==> src/rtl/video_pkg.sv <==
// Shared 720p raster constants, text-window geometry and cell-address helper
// for the Micro-80 HDMI video path.
package video_pkg;

  localparam int unsigned CNT_W  = 11;
  localparam int unsigned ADDR_W = 11;
  localparam int unsigned COL_W  = 6;
  localparam int unsigned ROW_W  = 5;
  localparam int unsigned DOT_W  = 4;
  localparam int unsigned GL_W   = 4;

  localparam int unsigned H_ACTIVE_720 = 1280;
  localparam int unsigned H_FP_720     = 110;
  localparam int unsigned H_SYNC_720   = 40;
  localparam int unsigned H_BP_720     = 220;
  localparam int unsigned V_ACTIVE_720 = 720;
  localparam int unsigned V_FP_720     = 5;
  localparam int unsigned V_SYNC_720   = 5;
  localparam int unsigned V_BP_720     = 20;

  localparam int unsigned WIN_COLS        = 64;
  localparam int unsigned WIN_ROWS        = 32;
  localparam int unsigned CELL_W          = 16;
  localparam int unsigned CELL_H          = 20;
  localparam int unsigned GLYPH_LINES     = 10;
  localparam int unsigned WIN_H_START_DEF = 162;
  localparam int unsigned WIN_V_START_DEF = 64;
  localparam int unsigned BLINK_DIV_DEF   = 32;

  function automatic logic [ADDR_W-1:0] cell_addr(input logic [ROW_W-1:0] row,
                                                  input logic [COL_W-1:0] col);
    return {row, col};
  endfunction

endpackage

==> src/rtl/video_timing_gen_if.sv <==
// Raster timing / character-cell bus from the timing generator to the
// text renderer and TMDS serializer.
interface video_timing_gen_if;
  import video_pkg::*;

  logic [CNT_W-1:0]  hcnt;
  logic [CNT_W-1:0]  vcnt;
  logic              hsync;
  logic              vsync;
  logic              visible;
  logic              window;
  logic [ADDR_W-1:0] fetch_addr;
  logic [DOT_W-1:0]  dot;
  logic [GL_W-1:0]   glyph_line;
  logic              line_start;
  logic              frame_start;
  logic              blink;

  modport master (
    output hcnt, vcnt, hsync, vsync, visible, window,
           fetch_addr, dot, glyph_line, line_start, frame_start, blink
  );

  modport slave (
    input  hcnt, vcnt, hsync, vsync, visible, window,
           fetch_addr, dot, glyph_line, line_start, frame_start, blink
  );

endinterface

==> src/rtl/vt_axis.sv <==
// One raster axis: wrapping counter with registered sync, plus next-state
// count/active/wrap so the parent can register flags aligned with the count.
module vt_axis
  import video_pkg::*;
#(
  parameter int unsigned ACTIVE = H_ACTIVE_720,
  parameter int unsigned FP     = H_FP_720,
  parameter int unsigned SYNC   = H_SYNC_720,
  parameter int unsigned BP     = H_BP_720
) (
  input  logic             pixclk,
  input  logic             rst,
  input  logic             i_en,
  output logic [CNT_W-1:0] o_cnt,
  output logic             o_sync,
  output logic [CNT_W-1:0] o_nxt_c,
  output logic             o_act_c,
  output logic             o_wrap_c
);

  localparam int unsigned      TOTAL    = ACTIVE + FP + SYNC + BP;
  localparam logic [CNT_W-1:0] LAST     = CNT_W'(TOTAL - 1);
  localparam logic [CNT_W-1:0] ACT_END  = CNT_W'(ACTIVE);
  localparam logic [CNT_W-1:0] SYNC_BEG = CNT_W'(ACTIVE + FP);
  localparam logic [CNT_W-1:0] SYNC_END = CNT_W'(ACTIVE + FP + SYNC);

  logic [CNT_W-1:0] r_cnt;
  logic             r_sync;
  logic [CNT_W-1:0] w_nxt;
  logic             w_wrap;

  always_comb begin
    w_wrap = i_en && (r_cnt == LAST);
    w_nxt  = r_cnt;
    if (w_wrap) begin
      w_nxt = '0;
    end else if (i_en) begin
      w_nxt = r_cnt + CNT_W'(1);
    end
  end

  // Reset parks the count on the last position so the first live cycle is 0.
  always_ff @(posedge pixclk) begin
    if (rst) begin
      r_cnt  <= LAST;
      r_sync <= 1'b0;
    end else begin
      r_cnt  <= w_nxt;
      r_sync <= (w_nxt >= SYNC_BEG) && (w_nxt < SYNC_END);
    end
  end

  assign o_cnt    = r_cnt;
  assign o_sync   = r_sync;
  assign o_nxt_c  = w_nxt;
  assign o_act_c  = w_nxt < ACT_END;
  assign o_wrap_c = w_wrap;

endmodule

==> src/rtl/video_timing_gen.sv <==
// 720p raster timing plus incrementally counted 64x32 text-cell position
// (column one cell ahead, dot, glyph scanline) and a frame-rate blink flag.
module video_timing_gen
  import video_pkg::*;
#(
  parameter int unsigned H_ACTIVE    = H_ACTIVE_720,
  parameter int unsigned H_FP        = H_FP_720,
  parameter int unsigned H_SYNC      = H_SYNC_720,
  parameter int unsigned H_BP        = H_BP_720,
  parameter int unsigned V_ACTIVE    = V_ACTIVE_720,
  parameter int unsigned V_FP        = V_FP_720,
  parameter int unsigned V_SYNC      = V_SYNC_720,
  parameter int unsigned V_BP        = V_BP_720,
  parameter int unsigned WIN_H_START = WIN_H_START_DEF,
  parameter int unsigned WIN_V_START = WIN_V_START_DEF,
  parameter int unsigned BLINK_DIV   = BLINK_DIV_DEF,
  parameter int unsigned N_COLS      = WIN_COLS,
  parameter int unsigned N_ROWS      = WIN_ROWS
) (
  input  logic               pixclk,
  input  logic               rst,
  video_timing_gen_if.master o_vid
);

  localparam logic [CNT_W-1:0] H_PRE     = CNT_W'(WIN_H_START - CELL_W);
  localparam logic [CNT_W-1:0] H_WIN_BEG = CNT_W'(WIN_H_START);
  localparam logic [CNT_W-1:0] H_WIN_END = CNT_W'(WIN_H_START + N_COLS * CELL_W);
  localparam logic [CNT_W-1:0] V_WIN_BEG = CNT_W'(WIN_V_START);
  localparam logic [CNT_W-1:0] V_WIN_END = CNT_W'(WIN_V_START + N_ROWS * CELL_H);
  localparam logic [DOT_W-1:0] DOT_LAST  = DOT_W'(CELL_W - 1);
  localparam logic [COL_W-1:0] COL_LAST  = COL_W'(N_COLS - 1);
  localparam logic [GL_W-1:0]  GL_LAST   = GL_W'(GLYPH_LINES - 1);
  localparam int unsigned      FC_W      = $clog2(BLINK_DIV + 1);
  localparam logic [FC_W-1:0]  FC_TOP    = FC_W'(BLINK_DIV);

  logic [CNT_W-1:0] w_hcnt, w_vcnt, w_h_nxt, w_v_nxt;
  logic             w_hsync, w_vsync, w_h_act, w_v_act, w_h_wrap, w_v_wrap;
  logic             w_hspan, w_hwin, w_vwin;
  logic [DOT_W-1:0] w_dot_nxt;
  logic [COL_W-1:0] w_col_nxt;
  logic [ROW_W-1:0] w_row_nxt;
  logic [GL_W-1:0]  w_gl_nxt;
  logic             w_half_nxt;
  logic [FC_W-1:0]  w_fcnt_nxt;
  logic             w_blink_nxt;

  logic             r_visible, r_window, r_line_start, r_frame_start;
  logic [DOT_W-1:0] r_dot;
  logic [COL_W-1:0] r_col;
  logic [ROW_W-1:0] r_row;
  logic [GL_W-1:0]  r_gl;
  logic             r_half;
  logic [FC_W-1:0]  r_fcnt;
  logic             r_blink;

  vt_axis #(.ACTIVE(H_ACTIVE), .FP(H_FP), .SYNC(H_SYNC), .BP(H_BP)) u_h_axis (
    .pixclk   (pixclk),
    .rst      (rst),
    .i_en     (1'b1),
    .o_cnt    (w_hcnt),
    .o_sync   (w_hsync),
    .o_nxt_c  (w_h_nxt),
    .o_act_c  (w_h_act),
    .o_wrap_c (w_h_wrap)
  );

  vt_axis #(.ACTIVE(V_ACTIVE), .FP(V_FP), .SYNC(V_SYNC), .BP(V_BP)) u_v_axis (
    .pixclk   (pixclk),
    .rst      (rst),
    .i_en     (w_h_wrap),
    .o_cnt    (w_vcnt),
    .o_sync   (w_vsync),
    .o_nxt_c  (w_v_nxt),
    .o_act_c  (w_v_act),
    .o_wrap_c (w_v_wrap)
  );

  // Cell counters advance from the current registers, gated by next-state position.
  always_comb begin
    w_hspan = (w_h_nxt >= H_PRE) && (w_h_nxt < H_WIN_END);
    w_hwin  = (w_h_nxt >= H_WIN_BEG) && (w_h_nxt < H_WIN_END);
    w_vwin  = (w_v_nxt >= V_WIN_BEG) && (w_v_nxt < V_WIN_END);

    w_dot_nxt = '0;
    w_col_nxt = '0;
    if (w_hspan && (w_h_nxt != H_PRE)) begin
      w_dot_nxt = r_dot + DOT_W'(1);
      w_col_nxt = r_col;
      if ((r_dot == DOT_LAST) && (r_col != COL_LAST)) begin
        w_col_nxt = r_col + COL_W'(1);
      end
    end

    w_row_nxt  = r_row;
    w_gl_nxt   = r_gl;
    w_half_nxt = r_half;
    if (w_v_wrap || !w_vwin) begin
      w_row_nxt  = '0;
      w_gl_nxt   = '0;
      w_half_nxt = 1'b0;
    end else if (w_h_wrap) begin
      if (w_v_nxt == V_WIN_BEG) begin
        w_row_nxt  = '0;
        w_gl_nxt   = '0;
        w_half_nxt = 1'b0;
      end else if (!r_half) begin
        w_half_nxt = 1'b1;
      end else begin
        w_half_nxt = 1'b0;
        if (r_gl == GL_LAST) begin
          w_gl_nxt  = '0;
          w_row_nxt = r_row + ROW_W'(1);
        end else begin
          w_gl_nxt = r_gl + GL_W'(1);
        end
      end
    end

    // Counter runs 1..BLINK_DIV so the first frame after reset is not a toggle.
    w_fcnt_nxt  = r_fcnt;
    w_blink_nxt = r_blink;
    if (w_v_wrap) begin
      if (r_fcnt == FC_TOP) begin
        w_fcnt_nxt  = FC_W'(1);
        w_blink_nxt = ~r_blink;
      end else begin
        w_fcnt_nxt = r_fcnt + FC_W'(1);
      end
    end
  end

  always_ff @(posedge pixclk) begin
    if (rst) begin
      r_visible     <= 1'b0;
      r_window      <= 1'b0;
      r_line_start  <= 1'b0;
      r_frame_start <= 1'b0;
      r_dot         <= '0;
      r_col         <= '0;
      r_row         <= '0;
      r_gl          <= '0;
      r_half        <= 1'b0;
      r_fcnt        <= '0;
      r_blink       <= 1'b0;
    end else begin
      r_visible     <= w_h_act && w_v_act;
      r_window      <= w_hwin && w_vwin;
      r_line_start  <= w_h_wrap;
      r_frame_start <= w_v_wrap;
      r_dot         <= w_dot_nxt;
      r_col         <= w_col_nxt;
      r_row         <= w_row_nxt;
      r_gl          <= w_gl_nxt;
      r_half        <= w_half_nxt;
      r_fcnt        <= w_fcnt_nxt;
      r_blink       <= w_blink_nxt;
    end
  end

  assign o_vid.hcnt        = w_hcnt;
  assign o_vid.vcnt        = w_vcnt;
  assign o_vid.hsync       = w_hsync;
  assign o_vid.vsync       = w_vsync;
  assign o_vid.visible     = r_visible;
  assign o_vid.window      = r_window;
  assign o_vid.fetch_addr  = cell_addr(r_row, r_col);
  assign o_vid.dot         = r_dot;
  assign o_vid.glyph_line  = r_gl;
  assign o_vid.line_start  = r_line_start;
  assign o_vid.frame_start = r_frame_start;
  assign o_vid.blink       = r_blink;

endmodule
==> src/flat_wrapper.sv <==
// flat-port wrapper written by rule: the top's interface ports become plain ports
module video_timing_gen_flat import video_pkg::*;
#(
  parameter int unsigned H_ACTIVE    = H_ACTIVE_720,
  parameter int unsigned H_FP        = H_FP_720,
  parameter int unsigned H_SYNC      = H_SYNC_720,
  parameter int unsigned H_BP        = H_BP_720,
  parameter int unsigned V_ACTIVE    = V_ACTIVE_720,
  parameter int unsigned V_FP        = V_FP_720,
  parameter int unsigned V_SYNC      = V_SYNC_720,
  parameter int unsigned V_BP        = V_BP_720,
  parameter int unsigned WIN_H_START = WIN_H_START_DEF,
  parameter int unsigned WIN_V_START = WIN_V_START_DEF,
  parameter int unsigned BLINK_DIV   = BLINK_DIV_DEF,
  parameter int unsigned N_COLS      = WIN_COLS,
  parameter int unsigned N_ROWS      = WIN_ROWS
)
  (pixclk, rst, o_vid_hcnt, o_vid_vcnt, o_vid_hsync, o_vid_vsync, o_vid_visible, o_vid_window, o_vid_fetch_addr, o_vid_dot, o_vid_glyph_line, o_vid_line_start, o_vid_frame_start, o_vid_blink);
  video_timing_gen_if o_vid_i ();
  input  logic pixclk;
  input  logic rst;
  output wire logic [$bits(o_vid_i.hcnt)-1:0] o_vid_hcnt;
  output wire logic [$bits(o_vid_i.vcnt)-1:0] o_vid_vcnt;
  output wire logic [$bits(o_vid_i.hsync)-1:0] o_vid_hsync;
  output wire logic [$bits(o_vid_i.vsync)-1:0] o_vid_vsync;
  output wire logic [$bits(o_vid_i.visible)-1:0] o_vid_visible;
  output wire logic [$bits(o_vid_i.window)-1:0] o_vid_window;
  output wire logic [$bits(o_vid_i.fetch_addr)-1:0] o_vid_fetch_addr;
  output wire logic [$bits(o_vid_i.dot)-1:0] o_vid_dot;
  output wire logic [$bits(o_vid_i.glyph_line)-1:0] o_vid_glyph_line;
  output wire logic [$bits(o_vid_i.line_start)-1:0] o_vid_line_start;
  output wire logic [$bits(o_vid_i.frame_start)-1:0] o_vid_frame_start;
  output wire logic [$bits(o_vid_i.blink)-1:0] o_vid_blink;
  assign o_vid_hcnt = o_vid_i.hcnt;
  assign o_vid_vcnt = o_vid_i.vcnt;
  assign o_vid_hsync = o_vid_i.hsync;
  assign o_vid_vsync = o_vid_i.vsync;
  assign o_vid_visible = o_vid_i.visible;
  assign o_vid_window = o_vid_i.window;
  assign o_vid_fetch_addr = o_vid_i.fetch_addr;
  assign o_vid_dot = o_vid_i.dot;
  assign o_vid_glyph_line = o_vid_i.glyph_line;
  assign o_vid_line_start = o_vid_i.line_start;
  assign o_vid_frame_start = o_vid_i.frame_start;
  assign o_vid_blink = o_vid_i.blink;
  video_timing_gen #(.H_ACTIVE(H_ACTIVE), .H_FP(H_FP), .H_SYNC(H_SYNC), .H_BP(H_BP), .V_ACTIVE(V_ACTIVE), .V_FP(V_FP), .V_SYNC(V_SYNC), .V_BP(V_BP), .WIN_H_START(WIN_H_START), .WIN_V_START(WIN_V_START), .BLINK_DIV(BLINK_DIV), .N_COLS(N_COLS), .N_ROWS(N_ROWS)) u_core (.pixclk(pixclk), .rst(rst), .o_vid(o_vid_i));
endmodule
==> config.mk <==
export PLATFORM = sky130hd
export DESIGN_NAME = video_timing_gen_flat
export DESIGN_NICKNAME = d
export VERILOG_FILES = /design/src/rtl/video_pkg.sv /design/src/rtl/video_timing_gen_if.sv /design/src/rtl/vt_axis.sv /design/src/rtl/video_timing_gen.sv /design/src/flat_wrapper.sv
export SDC_FILE = /design/constraint.sdc
export NUM_CORES = 1
export LEC_CHECK = 0
export ABC_AREA = 0
export CAP_MARGIN = 20
export CORE_ASPECT_RATIO = 1.75
export CORE_MARGIN = 1.5
export CORE_UTILIZATION = 30
export DETAILED_ROUTE_END_ITERATION = 7
export PLACE_DENSITY = 0.58
export SLEW_MARGIN = 20
export SYNTH_ARGS = -nofsm -noshare
export SYNTH_HDL_FRONTEND = slang
export SYNTH_SLANG_ARGS = --single-unit
==> constraint.sdc <==
create_clock -name pixclk -period 7.4 [get_ports pixclk]
set_clock_uncertainty 0.2 [all_clocks]
set_input_delay 1.48 -clock pixclk [delete_from_list [all_inputs] [get_ports pixclk]]
set_output_delay 1.48 -clock pixclk [all_outputs]
set_load 0.02 [all_outputs]
==> metrics list <==
* Tightest Pin Transition: 0.9860 ns
- Of all nets on the critical path, the largest fanout is 23.
- Registers take 1101 um2.
- Static timing analysis puts the maximum clock frequency at 277.1 MHz.
- Maxcap violations: 0
- TritonCTS clock tree: built
- Register-to-register setup slack: 3.83 ns
- Ratio of cells with drive above 1 in the final layout: 0.05651
* Most frequent cells after synthesis: dfxtp_1 (55), nand3_1 (25), nor2_1 (25)
- Cell accounting for the most synthesized area: dfxtp_1
* Number of nets at the end of the flow: 419
* Dominant cells by area after synthesis: dfxtp_1 (35%), xor2_1 (4.7%), ha_1 (4.3%), nand3_1 (3.9%), xnor2_1 (3.9%)
- Proportion of register bits with asynchronous set or reset after synthesis: 0
- In this run the clock root is driven by a clkbuf_16.
- Total global-route track usage: 0.1615
* Reg2Reg Capture Point: u_core.r_half
- In the routed design, unresolved DRC markers number 0.
* Outcome: completed
- Area of the multi-input gates: 1921 um2
- For this block, the initial DRC count from the detailed router was 195.
- Counting the buffers created by CTS gives 5.
* Min-delay worst type: reg -> reg
- After clock tree synthesis, the flow added hold-fix buffers numbering 0.
* Worst path arrival time: 3.56 ns
- Detailed placement ended at an HPWL of 6.393 mm.
* Maximum number of pins on one net before global-route repair: 24
- The first global-routing pass estimated 14.35 mm of wire.
- Overall die height: 139.2 um
* Clk Latency, worst-skew pair: 0.30 ns
- Vias in the first global route: 2,822
- Avg Inst Size Synth: 8.550 um2
- After technology mapping, the gate count stands at 372.
- In this run the critical register-to-register path is launched from u_core.u_h_axis.o_cnt[0].
- Residual overflow from global routing: 0
- Once the clock tree was built, the resizer swapped 0 gates to a different size.
- Post-CTS timing repair inserted 0 buffers for setup.
- For this block, the routed nets add up to 8.666 mm of wire.
- Post-synth cell types: 60
* Global placer's final weighted congestion: 0.8845
* RSZ-0062 raised after global routing: false
* Area Overhead vs Synth: 21.48%
- Number of antenna violations at the first check in global routing: 0
- Number of enable flip-flop cells after synthesis: 0
* Clock buffer depth: 2
- Routed len/inst: 16.23 um
- Start-to-end type of the worst setup path: in -> reg
- The worst setup path is launched from a primary input.
* Vias after detailed routing: 2,922
* Fraction of the yosys area taken by sequential cells: 0.3462
- Measured along the x axis, the die boundary spans 80.84 um.
- Net count after synthesis: 385
* Post-synth top flop: dfxtp_1
- Final Critical Period: 3.608 ns
- Cell Pwr Density: 404.3 nW/um2
- 0 antenna diodes ended up in the layout.
- Place WS: 3.468 ns
- Max_slew headroom: 0.3427
* Total Neg Setup Slack: 0 ns
- CP Launch Point: rst
- STA classifies the critical path endpoint as a register.
- In this run the cell area measured after placement is 3716 um2.
- Number of warnings reported in the yosys synthesis log: 0
- Of the available clock period, the critical path in the final layout requires 0.4876.
- The tree built by TritonCTS fans out to 55 sinks.
* Buffers added on ports: 49
* Core area: 10,300 um2
- Final standard cell utilization of the core: 0.3751
* Number of fill cells: 1,078
- The final count of hold timing violations was 0.
- The finished cells cover 3864 um2.
- Number of iterations in the first detailed-routing pass: 4
- In this run the count of I/O pins placed on the die edge is 50.
* Slack of the critical path: 3.792 ns
* Most common cell in the synthesized netlist: dfxtp_1
- Max-slew violation count: 0
* Initial core utilization: 0.3088
* H-tree levels: 2
* Count of state elements after synthesis: 55
* Worst-case vdd ir drop: 0.1604 mV
* Via/cell ratio: 5.472
- After clock tree synthesis, the clock-pin slew on the worst setup and hold paths is 0.08 ns.
* Final setup vio count: 0
- For this design the static power due to leakage is 0.001317 uW.
- Setup crit end: u_core.r_col[2]
- Once detail routing completed, the nets flagged for antenna violations numbered 0.
* Die area: 11,250 um2
* Post-synthesis instance area: 3181 um2
* Share of the synthesized area in the top cell type: 0.3462
- Measured in cells, the most critical reg-to-reg path has a length of 7.
* Data required, critical path: 7.35 ns
- Row generation in the floorplan step produced 49 rows.
[logic make-up after synthesis]
family,share of synthesized area
adder cells (fa/ha/maj),0.04327
AND/OR/NAND/NOR,0.3234
XOR/XNOR,0.08537
buffers and inverters,0.04996
AO/OA/AOI/OAI,0.1393
multiplexers,0.01259
flip-flops,0.3462
[final cells by class]
class	instances	share of cell area
tap	127	0.04113
sequential	55	0.2850
multi-input combinational	284	0.4971
timing repair buffer	50	0.1289
clock buffer	5	0.03238
clock inverter	3	0.005829
inverter	10	0.009715
[critical path, stage by stage]
cell and delay [ns]:
clkdlybuf4s50_1 0.45, buf_4 0.27, inv_1 0.32, and2_1 0.26, a221oi_2 0.67, nor3_1 0.11
[worst min-delay path by stage]
stage                                    from                   to  cells after the start
after floorplan              u_core.r_fcnt[5]     u_core.r_fcnt[5]                      2
after global placement    u_core.o_vid.dot[0]  u_core.o_vid.dot[0]                      1
after CTS                 u_core.o_vid.dot[0]  u_core.o_vid.dot[0]                      1
final                     u_core.o_vid.dot[0]  u_core.o_vid.dot[0]                      1
after global routing      u_core.o_vid.dot[0]  u_core.o_vid.dot[0]                      1
after detailed placement  u_core.o_vid.dot[0]  u_core.o_vid.dot[0]                      1
[metal layers]
layer	track usage	wire, um	up-vias
met3	0.03082	393	24
li1	-	-	1447
met4	0.08439	356	0
met2	0.2895	4610	74
met5	0	0	-
met1	0.1722	3305	1377
[metrics by stage]
step | std cells | power (uW) | hold slack, ns
after floorplan | 372 | 1077 | 0.2787
after detailed placement | 526 | 1315 | 0.2839
after CTS | 534 | 1566 | 0.3097
final | 534 | 1562 | 0.3103
after global routing | 534 | 1677 | 0.3320
after global placement | 526 | 1304 | 0.2881
[sequential cells by signal (all words and copies together) (netlist names)]
name                      cells
u_core.o_vid.line_start       1
u_core.u_v_axis.o_sync        1
u_core.r_fcnt                 6
u_core.r_col                  6
u_core.u_v_axis.o_cnt        11
u_core.o_vid.blink            1
u_core.u_h_axis.o_cnt        11
u_core.o_vid.visible          1
u_core.o_vid.frame_start      1
u_core.o_vid.window           1
u_core.o_vid.dot              4
u_core.r_row                  5
u_core.r_half                 1
u_core.o_vid.glyph_line       4
u_core.u_h_axis.o_sync        1
[report_power, final]
part | switching, uW | internal, uW
Sequential | 102 | 352
Combinational | 558 | 304
Clock | 118 | 128
[cell usage in the layout (no fill, tap or decap), drive strengths merged, types with 7 or more instances in the layout]
master          n
a21oi          12
clkdlybuf4s50  49
dfxtp          55
ha             11
inv            12
nand2          23
nand3          25
nand4          14
nor2           25
nor3           24
nor4           20
o211ai          7
o21ai          22
or3             8
xnor2          14
xor2           17
Power figures use the tool's default switching activity.
